### config.mk
export PLATFORM = sky130hd
export DESIGN_NAME = penguen_koloni_flat
export DESIGN_NICKNAME = d
export VERILOG_FILES = /design/src/rtl/penguen_koloni_if.sv /design/src/rtl/penguen_koloni.sv /design/src/flat_wrapper.sv
export SDC_FILE = /design/constraint.sdc
export NUM_CORES = 1
export LEC_CHECK = 0
export ABC_AREA = 1
export CORE_UTILIZATION = 50
export CTS_CLUSTER_DIAMETER = 200
export DETAILED_ROUTE_END_ITERATION = 16
export PLACE_DENSITY_LB_ADDON = 0.08
export RECOVER_POWER = 100
export SKIP_CTS_REPAIR_TIMING = 1
export SYNTH_ARGS = -nofsm -noshare
export SYNTH_HDL_FRONTEND = slang
export SYNTH_SLANG_ARGS = --single-unit
### constraint.sdc
create_clock -name saat -period 3.1 [get_ports saat]
set_clock_uncertainty 0.2 [all_clocks]
set_input_delay 0.62 -clock saat [delete_from_list [all_inputs] [get_ports saat]]
set_output_delay 0.62 -clock saat [all_outputs]
set_load 0.01 [all_outputs]
### src/rtl/penguen_koloni_if.sv
// Bus bundle for the penguin colony feeding tracker.
// Carries the start pulse, per-channel fish inputs and all registered results.
//   master: drives basla, balik_gecerli, avlanan_balik; observes results
//   slave : the tracker; consumes fish inputs, drives results
interface penguen_koloni_if #(
  parameter int unsigned KANAL   = 4,
  parameter int unsigned BALIK_W = 3,
  parameter int unsigned SAYAC_W = 8
);
  localparam int unsigned IdxW = (KANAL > 1) ? $clog2(KANAL) : 1;

  logic                       basla;
  logic [KANAL-1:0]           balik_gecerli;
  logic [KANAL*BALIK_W-1:0]   avlanan_balik;
  logic [KANAL-1:0]           bitti;
  logic [KANAL*SAYAC_W-1:0]   bitme_sure;
  logic [IdxW-1:0]            ilk_biten;
  logic                       ilk_gecerli;
  logic                       hepsi_bitti;
  logic                       zaman_asimi;

  modport master (
    output basla, balik_gecerli, avlanan_balik,
    input  bitti, bitme_sure, ilk_biten, ilk_gecerli, hepsi_bitti, zaman_asimi
  );

  modport slave (
    input  basla, balik_gecerli, avlanan_balik,
    output bitti, bitme_sure, ilk_biten, ilk_gecerli, hepsi_bitti, zaman_asimi
  );
endinterface

### src/rtl/penguen_koloni.sv
// Multi-channel penguin feeding tracker.
// Tracks KANAL stomachs fed by valid-qualified fish, latches each channel's finish time and
// the first finisher, and flags colony completion or counter timeout.
// Ports:
//   saat  : clock, rising edge
//   reset : asynchronous active-low reset
//   bus   : penguen_koloni_if.slave (basla, fish inputs in; registered results out)
// Build option: define PENGUEN_SINDIRIM_EN to enable periodic digestion
//   (SINDIRIM_MIKTAR removed every SINDIRIM_PERYOT AV cycles, saturating at 0).
module penguen_koloni #(
  parameter int unsigned KANAL           = 4,
  parameter int unsigned BALIK_W         = 3,
  parameter int unsigned MIDE_W          = 6,
  parameter int unsigned KAPASITE        = 25,
  parameter int unsigned SINDIRIM_PERYOT = 3,
  parameter int unsigned SINDIRIM_MIKTAR = 3,
  parameter int unsigned SAYAC_W         = 8
) (
  input  logic              saat,
  input  logic              reset,
  penguen_koloni_if.slave   bus
);

  localparam int unsigned IdxW = (KANAL > 1) ? $clog2(KANAL) : 1;
  localparam logic [MIDE_W:0] Kapasite = (MIDE_W+1)'(KAPASITE);

  typedef enum logic [1:0] {StBos, StAv, StSon} durum_e;

  durum_e                     state_q, state_d;
  logic [SAYAC_W-1:0]         sayac_q, sayac_d;
  logic [MIDE_W-1:0]          mide_q [KANAL];
  logic [MIDE_W-1:0]          mide_d [KANAL];
  logic [KANAL-1:0]           bitti_q, bitti_d;
  logic [KANAL*SAYAC_W-1:0]   bitme_sure_q, bitme_sure_d;
  logic [IdxW-1:0]            ilk_biten_q, ilk_biten_d;
  logic                       ilk_gecerli_q, ilk_gecerli_d;
  logic                       hepsi_bitti_q, hepsi_bitti_d;
  logic                       zaman_asimi_q, zaman_asimi_d;

  // Per-channel datapath: gated fish, stomach+fish sum, and post-digestion remainder.
  logic [MIDE_W:0]            toplam [KANAL];
  logic [MIDE_W-1:0]          kalan  [KANAL];
  logic                       sindir;

`ifdef PENGUEN_SINDIRIM_EN
  localparam int unsigned PerW = (SINDIRIM_PERYOT > 1) ? $clog2(SINDIRIM_PERYOT) : 1;
  localparam logic [PerW-1:0] PerSon = PerW'(SINDIRIM_PERYOT - 1);
  localparam logic [MIDE_W:0] Miktar = (MIDE_W+1)'(SINDIRIM_MIKTAR);

  // Phase counter runs in lockstep with sayac, so faz == sayac % SINDIRIM_PERYOT
  // without a divider.
  logic [PerW-1:0] faz_q, faz_d;

  assign sindir = (faz_q == PerSon);

  always_comb begin
    faz_d = faz_q;
    if (state_q == StAv) begin
      faz_d = sindir ? '0 : faz_q + 1'b1;
    end else if (bus.basla) begin
      faz_d = '0;
    end
  end

  always_ff @(posedge saat or negedge reset) begin
    if (!reset) begin
      faz_q <= '0;
    end else begin
      faz_q <= faz_d;
    end
  end
`else
  logic unused_sindirim;
  assign unused_sindirim = ^{SINDIRIM_PERYOT, SINDIRIM_MIKTAR};
  assign sindir = 1'b0;
`endif

  always_comb begin
    for (int i = 0; i < KANAL; i++) begin
      toplam[i] = {1'b0, mide_q[i]};
      if (bus.balik_gecerli[i]) begin
        toplam[i] = {1'b0, mide_q[i]} + (MIDE_W+1)'(bus.avlanan_balik[i*BALIK_W +: BALIK_W]);
      end
      // Only used when toplam < KAPASITE, so the MIDE_W truncation is lossless.
      kalan[i] = toplam[i][MIDE_W-1:0];
`ifdef PENGUEN_SINDIRIM_EN
      if (sindir) begin
        kalan[i] = (toplam[i] > Miktar) ? MIDE_W'(toplam[i] - Miktar) : '0;
      end
`endif
    end
  end

  logic [KANAL-1:0] yeni_bitis;
  logic [IdxW-1:0]  ilk_aday;

  always_comb begin
    state_d       = state_q;
    sayac_d       = sayac_q;
    mide_d        = mide_q;
    bitti_d       = bitti_q;
    bitme_sure_d  = bitme_sure_q;
    ilk_biten_d   = ilk_biten_q;
    ilk_gecerli_d = ilk_gecerli_q;
    hepsi_bitti_d = hepsi_bitti_q;
    zaman_asimi_d = zaman_asimi_q;
    yeni_bitis    = '0;
    ilk_aday      = '0;

    unique case (state_q)
      StBos, StSon: begin
        if (bus.basla) begin
          state_d       = StAv;
          sayac_d       = '0;
          mide_d        = '{default: '0};
          bitti_d       = '0;
          bitme_sure_d  = '0;
          ilk_biten_d   = '0;
          ilk_gecerli_d = 1'b0;
          hepsi_bitti_d = 1'b0;
          zaman_asimi_d = 1'b0;
        end
      end

      StAv: begin
        for (int i = 0; i < KANAL; i++) begin
          if (!bitti_q[i]) begin
            if (toplam[i] >= Kapasite) begin
              // Finishing channel keeps its stomach value; only the flag and time latch.
              yeni_bitis[i]                        = 1'b1;
              bitti_d[i]                           = 1'b1;
              bitme_sure_d[i*SAYAC_W +: SAYAC_W]   = sayac_q + 1'b1;
            end else begin
              mide_d[i] = kalan[i];
            end
          end
        end

        // Descending scan so the lowest finishing index wins ties.
        for (int i = KANAL - 1; i >= 0; i--) begin
          if (yeni_bitis[i]) begin
            ilk_aday = IdxW'(i);
          end
        end
        if (!ilk_gecerli_q && (|yeni_bitis)) begin
          ilk_gecerli_d = 1'b1;
          ilk_biten_d   = ilk_aday;
        end

        if (&bitti_d) begin
          state_d       = StSon;
          hepsi_bitti_d = 1'b1;
        end else if (sayac_q == '1) begin
          state_d       = StSon;
          zaman_asimi_d = 1'b1;
        end else begin
          sayac_d = sayac_q + 1'b1;
        end
      end

      default: begin
        state_d = StBos;
      end
    endcase
  end

  always_ff @(posedge saat or negedge reset) begin
    if (!reset) begin
      state_q       <= StBos;
      sayac_q       <= '0;
      mide_q        <= '{default: '0};
      bitti_q       <= '0;
      bitme_sure_q  <= '0;
      ilk_biten_q   <= '0;
      ilk_gecerli_q <= 1'b0;
      hepsi_bitti_q <= 1'b0;
      zaman_asimi_q <= 1'b0;
    end else begin
      state_q       <= state_d;
      sayac_q       <= sayac_d;
      mide_q        <= mide_d;
      bitti_q       <= bitti_d;
      bitme_sure_q  <= bitme_sure_d;
      ilk_biten_q   <= ilk_biten_d;
      ilk_gecerli_q <= ilk_gecerli_d;
      hepsi_bitti_q <= hepsi_bitti_d;
      zaman_asimi_q <= zaman_asimi_d;
    end
  end

  assign bus.bitti       = bitti_q;
  assign bus.bitme_sure  = bitme_sure_q;
  assign bus.ilk_biten   = ilk_biten_q;
  assign bus.ilk_gecerli = ilk_gecerli_q;
  assign bus.hepsi_bitti = hepsi_bitti_q;
  assign bus.zaman_asimi = zaman_asimi_q;

endmodule

### src/flat_wrapper.sv
// flat-port wrapper written by rule: the top's interface ports become plain ports
module penguen_koloni_flat 
#(
  parameter int unsigned KANAL           = 4,
  parameter int unsigned BALIK_W         = 3,
  parameter int unsigned MIDE_W          = 6,
  parameter int unsigned KAPASITE        = 25,
  parameter int unsigned SINDIRIM_PERYOT = 3,
  parameter int unsigned SINDIRIM_MIKTAR = 3,
  parameter int unsigned SAYAC_W         = 8
)
  (saat, reset, bus_basla, bus_balik_gecerli, bus_avlanan_balik, bus_bitti, bus_bitme_sure, bus_ilk_biten, bus_ilk_gecerli, bus_hepsi_bitti, bus_zaman_asimi);
  penguen_koloni_if #(.KANAL(KANAL), .BALIK_W(BALIK_W), .SAYAC_W(SAYAC_W)) bus_i ();
  input  logic saat;
  input  logic reset;
  input wire logic [$bits(bus_i.basla)-1:0] bus_basla;
  input wire logic [$bits(bus_i.balik_gecerli)-1:0] bus_balik_gecerli;
  input wire logic [$bits(bus_i.avlanan_balik)-1:0] bus_avlanan_balik;
  output wire logic [$bits(bus_i.bitti)-1:0] bus_bitti;
  output wire logic [$bits(bus_i.bitme_sure)-1:0] bus_bitme_sure;
  output wire logic [$bits(bus_i.ilk_biten)-1:0] bus_ilk_biten;
  output wire logic [$bits(bus_i.ilk_gecerli)-1:0] bus_ilk_gecerli;
  output wire logic [$bits(bus_i.hepsi_bitti)-1:0] bus_hepsi_bitti;
  output wire logic [$bits(bus_i.zaman_asimi)-1:0] bus_zaman_asimi;
  assign bus_i.basla = bus_basla;
  assign bus_i.balik_gecerli = bus_balik_gecerli;
  assign bus_i.avlanan_balik = bus_avlanan_balik;
  assign bus_bitti = bus_i.bitti;
  assign bus_bitme_sure = bus_i.bitme_sure;
  assign bus_ilk_biten = bus_i.ilk_biten;
  assign bus_ilk_gecerli = bus_i.ilk_gecerli;
  assign bus_hepsi_bitti = bus_i.hepsi_bitti;
  assign bus_zaman_asimi = bus_i.zaman_asimi;
  penguen_koloni #(.KANAL(KANAL), .BALIK_W(BALIK_W), .MIDE_W(MIDE_W), .KAPASITE(KAPASITE), .SINDIRIM_PERYOT(SINDIRIM_PERYOT), .SINDIRIM_MIKTAR(SINDIRIM_MIKTAR), .SAYAC_W(SAYAC_W)) u_core (.saat(saat), .reset(reset), .bus(bus_i));
endmodule
# ---- Yosys cells after proc, flatten, opt, wreduce, memory -nomap -nowiden
# Cells that the tools add are included.
dict set report word_totals {
  reg_bits 75
  inputBits 19
  output_inout_bits 41
  word_cells 136
}
dict set report classes {
  addsub 5
  n_lt_le_gt_ge 4
  n_eq_ne 22
  n_mux 69
  reduce_logical 21
}
# cell count
set op_table {}
lappend op_table {{two-way mux 8 bit} 11}
lappend op_table {{case mux 32 bit (2 select lines)} 1}
lappend op_table {{two-way mux 6 bit} 8}
lappend op_table {{case mux 24 bit (2 select lines)} 1}
lappend op_table {{AND reduction 4 bit} 11}
lappend op_table {{two-way mux 32 bit} 1}
lappend op_table {{adder 6 x 3 -> 7 bit} 4}
lappend op_table {{>= comparator 7 x 5 -> 1 bit, second input constant} 4}
lappend op_table {{two-way mux 7 bit} 4}
lappend op_table {{two-way mux 1 bit} 25}
lappend op_table {{two-way mux 24 bit} 1}
lappend op_table {{inequality test 2 bit, second input constant} 11}
lappend op_table {{two-way mux 2 bit} 9}
lappend op_table {{case mux 8 bit (2 select lines)} 1}
lappend op_table {{inequality test 2 x 1 -> 1 bit, second input constant} 7}
lappend op_table {{adder 8 x 1 -> 8 bit, second input constant} 1}
lappend op_table {{== test 8 bit, second input constant} 1}
lappend op_table {{case mux 2 bit (2 select lines)} 2}
lappend op_table {{case mux 4 bit (2 select lines)} 1}
lappend op_table {{case mux 1 bit (2 select lines)} 3}
lappend op_table {{AND reduction 3 bit} 2}
lappend op_table {{two-way mux 4 bit} 1}
lappend op_table {{AND reduction 2 bit} 2}
lappend op_table {{OR reduction 4 bit} 1}
lappend op_table {{8 further kinds} 8}

# ---- Longest topological paths before layout
dict set report depth {
  word_depth 12
  ltp_mapped 18
  mapped_depth_nobuf 18
}

# ---- Worst setup path after synthesis
# Ideal clock, no wire load.
dict set report synth_timing {
  path_type {input-to-reg}
  from {input port bus_avlanan_balik[9]}
  to {register u_core.bitme_sure_q[30] (netlist: u_core.bus.bitme_sure[30])}
  setup_time_ns 0.120
  t_arrival_ns 2.286
  required_time_ns 2.780
  setup_slack_ns 0.494
  cell_stages 18
  n_path_buf 1
  path_cell_list {ha_1 -> inv_1 -> fa_1 -> inv_1 -> nand2_1 -> nand2_1 -> nand2_1 -> nand2_1 -> nand2_1 -> nor2_2 -> nand2_1 -> nand2_1 -> nand2_1 -> o21ai_1 -> inv_2 -> buf_6 -> nand2_1 -> o21ai_2}
}
dict set report synth_between {
  elab_chain_cells 5
}
# element line_no
set synth_lines {}
lappend synth_lines {{start: declaration} flat_wrapper.sv:18} ;# input wire logic [$bits(bus_i.avlanan_balik)-1:0] bus_avlanan_balik;
lappend synth_lines {{adder 6 x 3 -> 7 bit} penguen_koloni.sv:82} ;# toplam[i] = {1'b0, mide_q[i]} + (MIDE_W+1)'(bus.avlanan_balik[i*BALIK_W +: BALIK_W]);
lappend synth_lines {{two-way mux 7 bit} penguen_koloni.sv:81} ;# if (bus.balik_gecerli[i]) begin
lappend synth_lines {{>= comparator 7 x 5 -> 1 bit} penguen_koloni.sv:128} ;# if (toplam[i] >= Kapasite) begin
lappend synth_lines {{inequality test 2 x 1 -> 1 bit (no source line)} n/a}
lappend synth_lines {{AND reduction 4 bit (no source line)} n/a}
lappend synth_lines {{end signal: assignment} penguen_koloni.sv:183} ;# bitme_sure_q <= bitme_sure_d;
lappend synth_lines {{end: declaration} penguen_koloni.sv:34} ;# logic [KANAL*SAYAC_W-1:0] bitme_sure_q, bitme_sure_d;
# Every way passes these cells.
# A chain may end at the register's enable or synchronous reset.

# ---- Worst setup path in the final report
dict set report layout_timing {
  from {input port bus_avlanan_balik[0]}
  to {register u_core.ilk_biten_q[0] (netlist: u_core.bus.ilk_biten[0])}
}
dict set report layout_between {
  elab_chain_cells 10
  elab_cells_between_ends 13
  cone_classes {add/sub: 1; order compare: 1; eq/ne: 1; mux: 7; reduce/logical: 3}
}
# element line_no
set layout_lines {}
lappend layout_lines {{adder 6 x 3 -> 7 bit *} penguen_koloni.sv:82}
lappend layout_lines {{two-way mux 7 bit *} penguen_koloni.sv:81}
lappend layout_lines {{>= comparator 7 x 5 -> 1 bit *} penguen_koloni.sv:128}
lappend layout_lines {{two-way mux 1 bit *} penguen_koloni.sv:128}
lappend layout_lines {{two-way mux 1 bit *} penguen_koloni.sv:127} ;# if (!bitti_q[i]) begin
lappend layout_lines {{two-way mux 1 bit *} penguen_koloni.sv:110} ;# unique case (state_q)
lappend layout_lines {{OR reduction 4 bit} penguen_koloni.sv:145} ;# if (!ilk_gecerli_q && (|yeni_bitis)) begin
lappend layout_lines {{logical AND 1 bit} penguen_koloni.sv:145}
lappend layout_lines {{inequality test 2 x 1 -> 1 bit (no source line)} n/a}
lappend layout_lines {{AND reduction 3 bit (no source line)} n/a}
lappend layout_lines {{end signal: assignment} penguen_koloni.sv:184} ;# ilk_biten_q <= ilk_biten_d;
lappend layout_lines {{end: declaration} penguen_koloni.sv:35} ;# logic [IdxW-1:0] ilk_biten_q, ilk_biten_d;
# Mark *: on every way between the ends. The rest lies on a longest branch, timed or not. The select of a mux whose other input is x is not followed.

==> impl_metrics.ini <==
[logic_synthesis]
synth-edff-count = 0
yosysMostFrequentCell = nand2_1
synth_fp_nets = 575
synth_top_cell_area_share_pct = 43.9
syn_inst = 539
synthDistinctLibCells = 35
ys_top_cells_by_count = nand2_1 (148), inv_1 (80), dfrtp_1 (75), nand3_1 (48), o21ai_0 (35)
synth_area_sq_um = 4280
avgSynthCellArea_sq_um = 7.93
ys_async_sr_fraction_pct = 100
ys_ff_latch = 75
ys.flop_type = dfrtp_1
synth_seq_area_share_pct = 43.9
ys_warn_count = 0
yosysTopAreaCell = dfrtp_1
synth_area_leaders = dfrtp_1 (44%), nand2_1 (13%), inv_1 (7.0%)

[worst_setup_path]
slowest_delay_ns = 0.49
reg2reg_depth = 16
path_cells = clkdlybuf4s50_1 > ha_1 > inv_1 > fa_1 > nand2_1 > o21ai_1 > nand2_1 > nor2_1 > nor2_1 > nand2_2 > nand3_2 > nand2_2 > nand2_2 > buf_4 > a21oi_1 > nand2_1 > nand2_1
critical_path_buf_inv_count = 3
arrival_ns = 3.05
critPathLaunchType = input port
cp_common_cell = nand2_1
worst-path-max-fanout = 3
r2r_slack_ns = 0.49
end_kind = flop
crit_path_top_delay_cell = fa_1
crit_family = simple AND/OR/NAND/NOR gates
critPathRequiredTime_ns = 3.19
crit_type = in -> reg
reg2reg_from = u_core.mide_q[18]$_DFFE_PN0P_
rr_endpoint = u_core.bus.ilk_biten[0]$_DFFE_PN0P_

[floorplan]
die_w_microns = 94.5
row_count = 33
core-area_sq_um = 8260
start_util_pct = 51.8
die_y_microns = 94.5
io_pins = 60
die-area_sq_um = 8920

[layout]
n_antenna_cell = 0
multi_input_area_sq_um = 1950
nFillCells = 714
areaGrowthSynthToFinish_pct = 26.4
stdcell_count = 745
nNetsFinal = 671
layout-drive-gt1-share_pct = 16.6
register_area_sq_um = 1880

[timing]
setup_viol = 0
whs_ns = 0.280
worstMarginPinSlew_ns = 1.89
hold_viol_final = 0
period_minus_slack_ns = 2.96
fmax_mhz = 338
tns_ns = 0
slew_violations = 76
setup_slack_ns = 0.139
timing.final.crit_share_pct = 95.5
relSlewSlack_pct = -26.1

[grt]
grt_pass1_wl_microns = 15900
grt_max_degree = 76
grt-ovfl-total = 0
track_usage_pct = 23.1
antenna_found_initial = 0
grt_pass1_vias = 3468

[worst_hold_path]
worstHoldStart = u_core.bus.bitme_sure[1]$_DFFE_PN0P_
hold_end = u_core.bus.bitme_sure[1]$_DFFE_PN0P_
hp-class = reg -> reg
hold-path-cell-count = 2

[pwr]
clkPwrFrac_pct = 20.1
swShare_pct = 41.2
combPwrFrac_pct = 47.4
power.density_nw_per_um2 = 809
p_sw_mw = 1.80
power.share.sequential_pct = 32.5
leakagePower_nw = 2.84
peakVddDrop_mv = 0.344
p_int_mw = 2.57

[placement]
pre_cts_ws_ns = -0.194
hpwl_microns = 6820
gp_congestion = 0.807
placement.io_buffers = 59
dpl.cell_count = 723

[run_status]
status = finished with violations
violations = max-capacitance violations, max-slew violations

[clocking]
cts_buffer_depth = 2
insertion_delay_ns = 0.36
cts-root-buf = clkbuf_8
cts.sinks = 75
cts_buffers = 9
cts_tree = yes
cts-htree-levels = 3
cts.clk_slew.worst_paths_ns = 0.08

[routing]
via_per_inst = 4.98
dr_total_vias = 3707
wl_per_cell_microns = 13.0
firstDrtPassIters = 4
ant_nets = 0
initialDrtViolationCount = 145
drt-total-wl_microns = 9660
drc = 0

[job]
drv_cap = 1
## cell usage in the layout (no fill, tap or decap), types with 17 or more instances in the layout
| cell type | instances |
|---|---|
| nand2_1 | 149 |
| nor2_1 | 32 |
| clkdlybuf4s50_1 | 17 |
| o21ai_0 | 33 |
| o21ai_2 | 20 |
| dlygate4sd3_1 | 41 |
| buf_4 | 33 |
| nand3_1 | 48 |
| dfrtp_1 | 75 |
| inv_1 | 80 |
## metrics by stage
step | power, mW | utilization (%) | cell area (sq um)
detailed placement | 3.52 | 62.4 | 5160
floorplan | 2.71 | - | 4280
finish | 4.37 | 65.4 | 5400
global placement | 3.47 | 62.4 | 5160
CTS | 4.41 | 65.2 | 5380
global route | 4.72 | 65.4 | 5400
## registers in the layout (all words and copies together), names as in the netlist
register                count
u_core.bus.hepsi_bitti      1
u_core.mide_q              24
u_core.bus.ilk_biten        2
u_core.bus.bitme_sure      32
u_core.bus.ilk_gecerli      1
u_core.bus.zaman_asimi      1
u_core.bus.bitti            4
u_core.state_q              2
u_core.sayac_q              8
## cell families (layout without fill, tap and decap cells)
kind of cell               after synthesis  count (layout)  synth area share, %
and+or+nand+nor                        268             268                 27.7
AOI/OAI and AO/OA                       81              82                 12.8
buffers and inverters                   98             198                 10.0
DFF                                     75              75                 43.9
adders and majority gates               17              17                 5.68
## worst min-delay path: cells and delay by family, from the launching register on
kind	cells	cell delay, ns
and+or+nand+nor	1	0.06
AOI/OAI and AO/OA	1	0.05
DFF	1	0.35
## area by class of cell
| type | instances | area share, % |
|---|---|---|
| multi-input cells | 367 | 36.1 |
| repair buffers | 96 | 16.5 |
| flip-flops and latches | 75 | 34.7 |
| clock buffers | 9 | 2.29 |
| inverters | 86 | 6.04 |
| clock inverters | 7 | 1.92 |
| well taps | 105 | 2.43 |
## worst max path at each step
stage / startpoint / end / slack [ns] / cells past startpoint
3_3_place_gp: bus_avlanan_balik[6] / u_core.bus.ilk_biten[0]$_DFFE_PN0P_ / -0.15 / 17
2_1_floorplan: bus_avlanan_balik[9] / u_core.bus.bitme_sure[30]$_DFFE_PN0P_ / 0.49 / 18
6_report: bus_avlanan_balik[0] / u_core.bus.ilk_biten[0]$_DFFE_PN0P_ / 0.14 / 17
4_1_cts: bus_avlanan_balik[0] / u_core.bus.bitme_sure[4]$_DFFE_PN0P_ / 0.11 / 16
3_5_place_dp: bus_avlanan_balik[9] / u_core.bus.bitme_sure[29]$_DFFE_PN0P_ / -0.19 / 18
5_1_grt: bus_avlanan_balik[3] / u_core.sayac_q[7]$_DFFE_PN0P_ / -0.0007 / 18
## power groups by stage
stage | sequential (mW) | clock, mW | combinational [mW]
floorplan | 1.47 | 0 | 1.24
global placement | 1.44 | 0 | 2.03
detailed placement | 1.44 | 0 | 2.08
CTS | 1.42 | 0.893 | 2.10
global route | 1.45 | 0.945 | 2.33
finish | 1.42 | 0.880 | 2.07
## per-layer routing
metal / vias to the layer above / wire (microns) / GRT usage (%)
li1: 1913 / - / -
met1: 1730 / 4750 / 33.2
met2: 56 / 4470 / 35.4
met3: 8 / 331 / 4.59
met4: 0 / 110 / 6.69
met5: - / 0 / 0
Power figures use the tool's default switching activity.
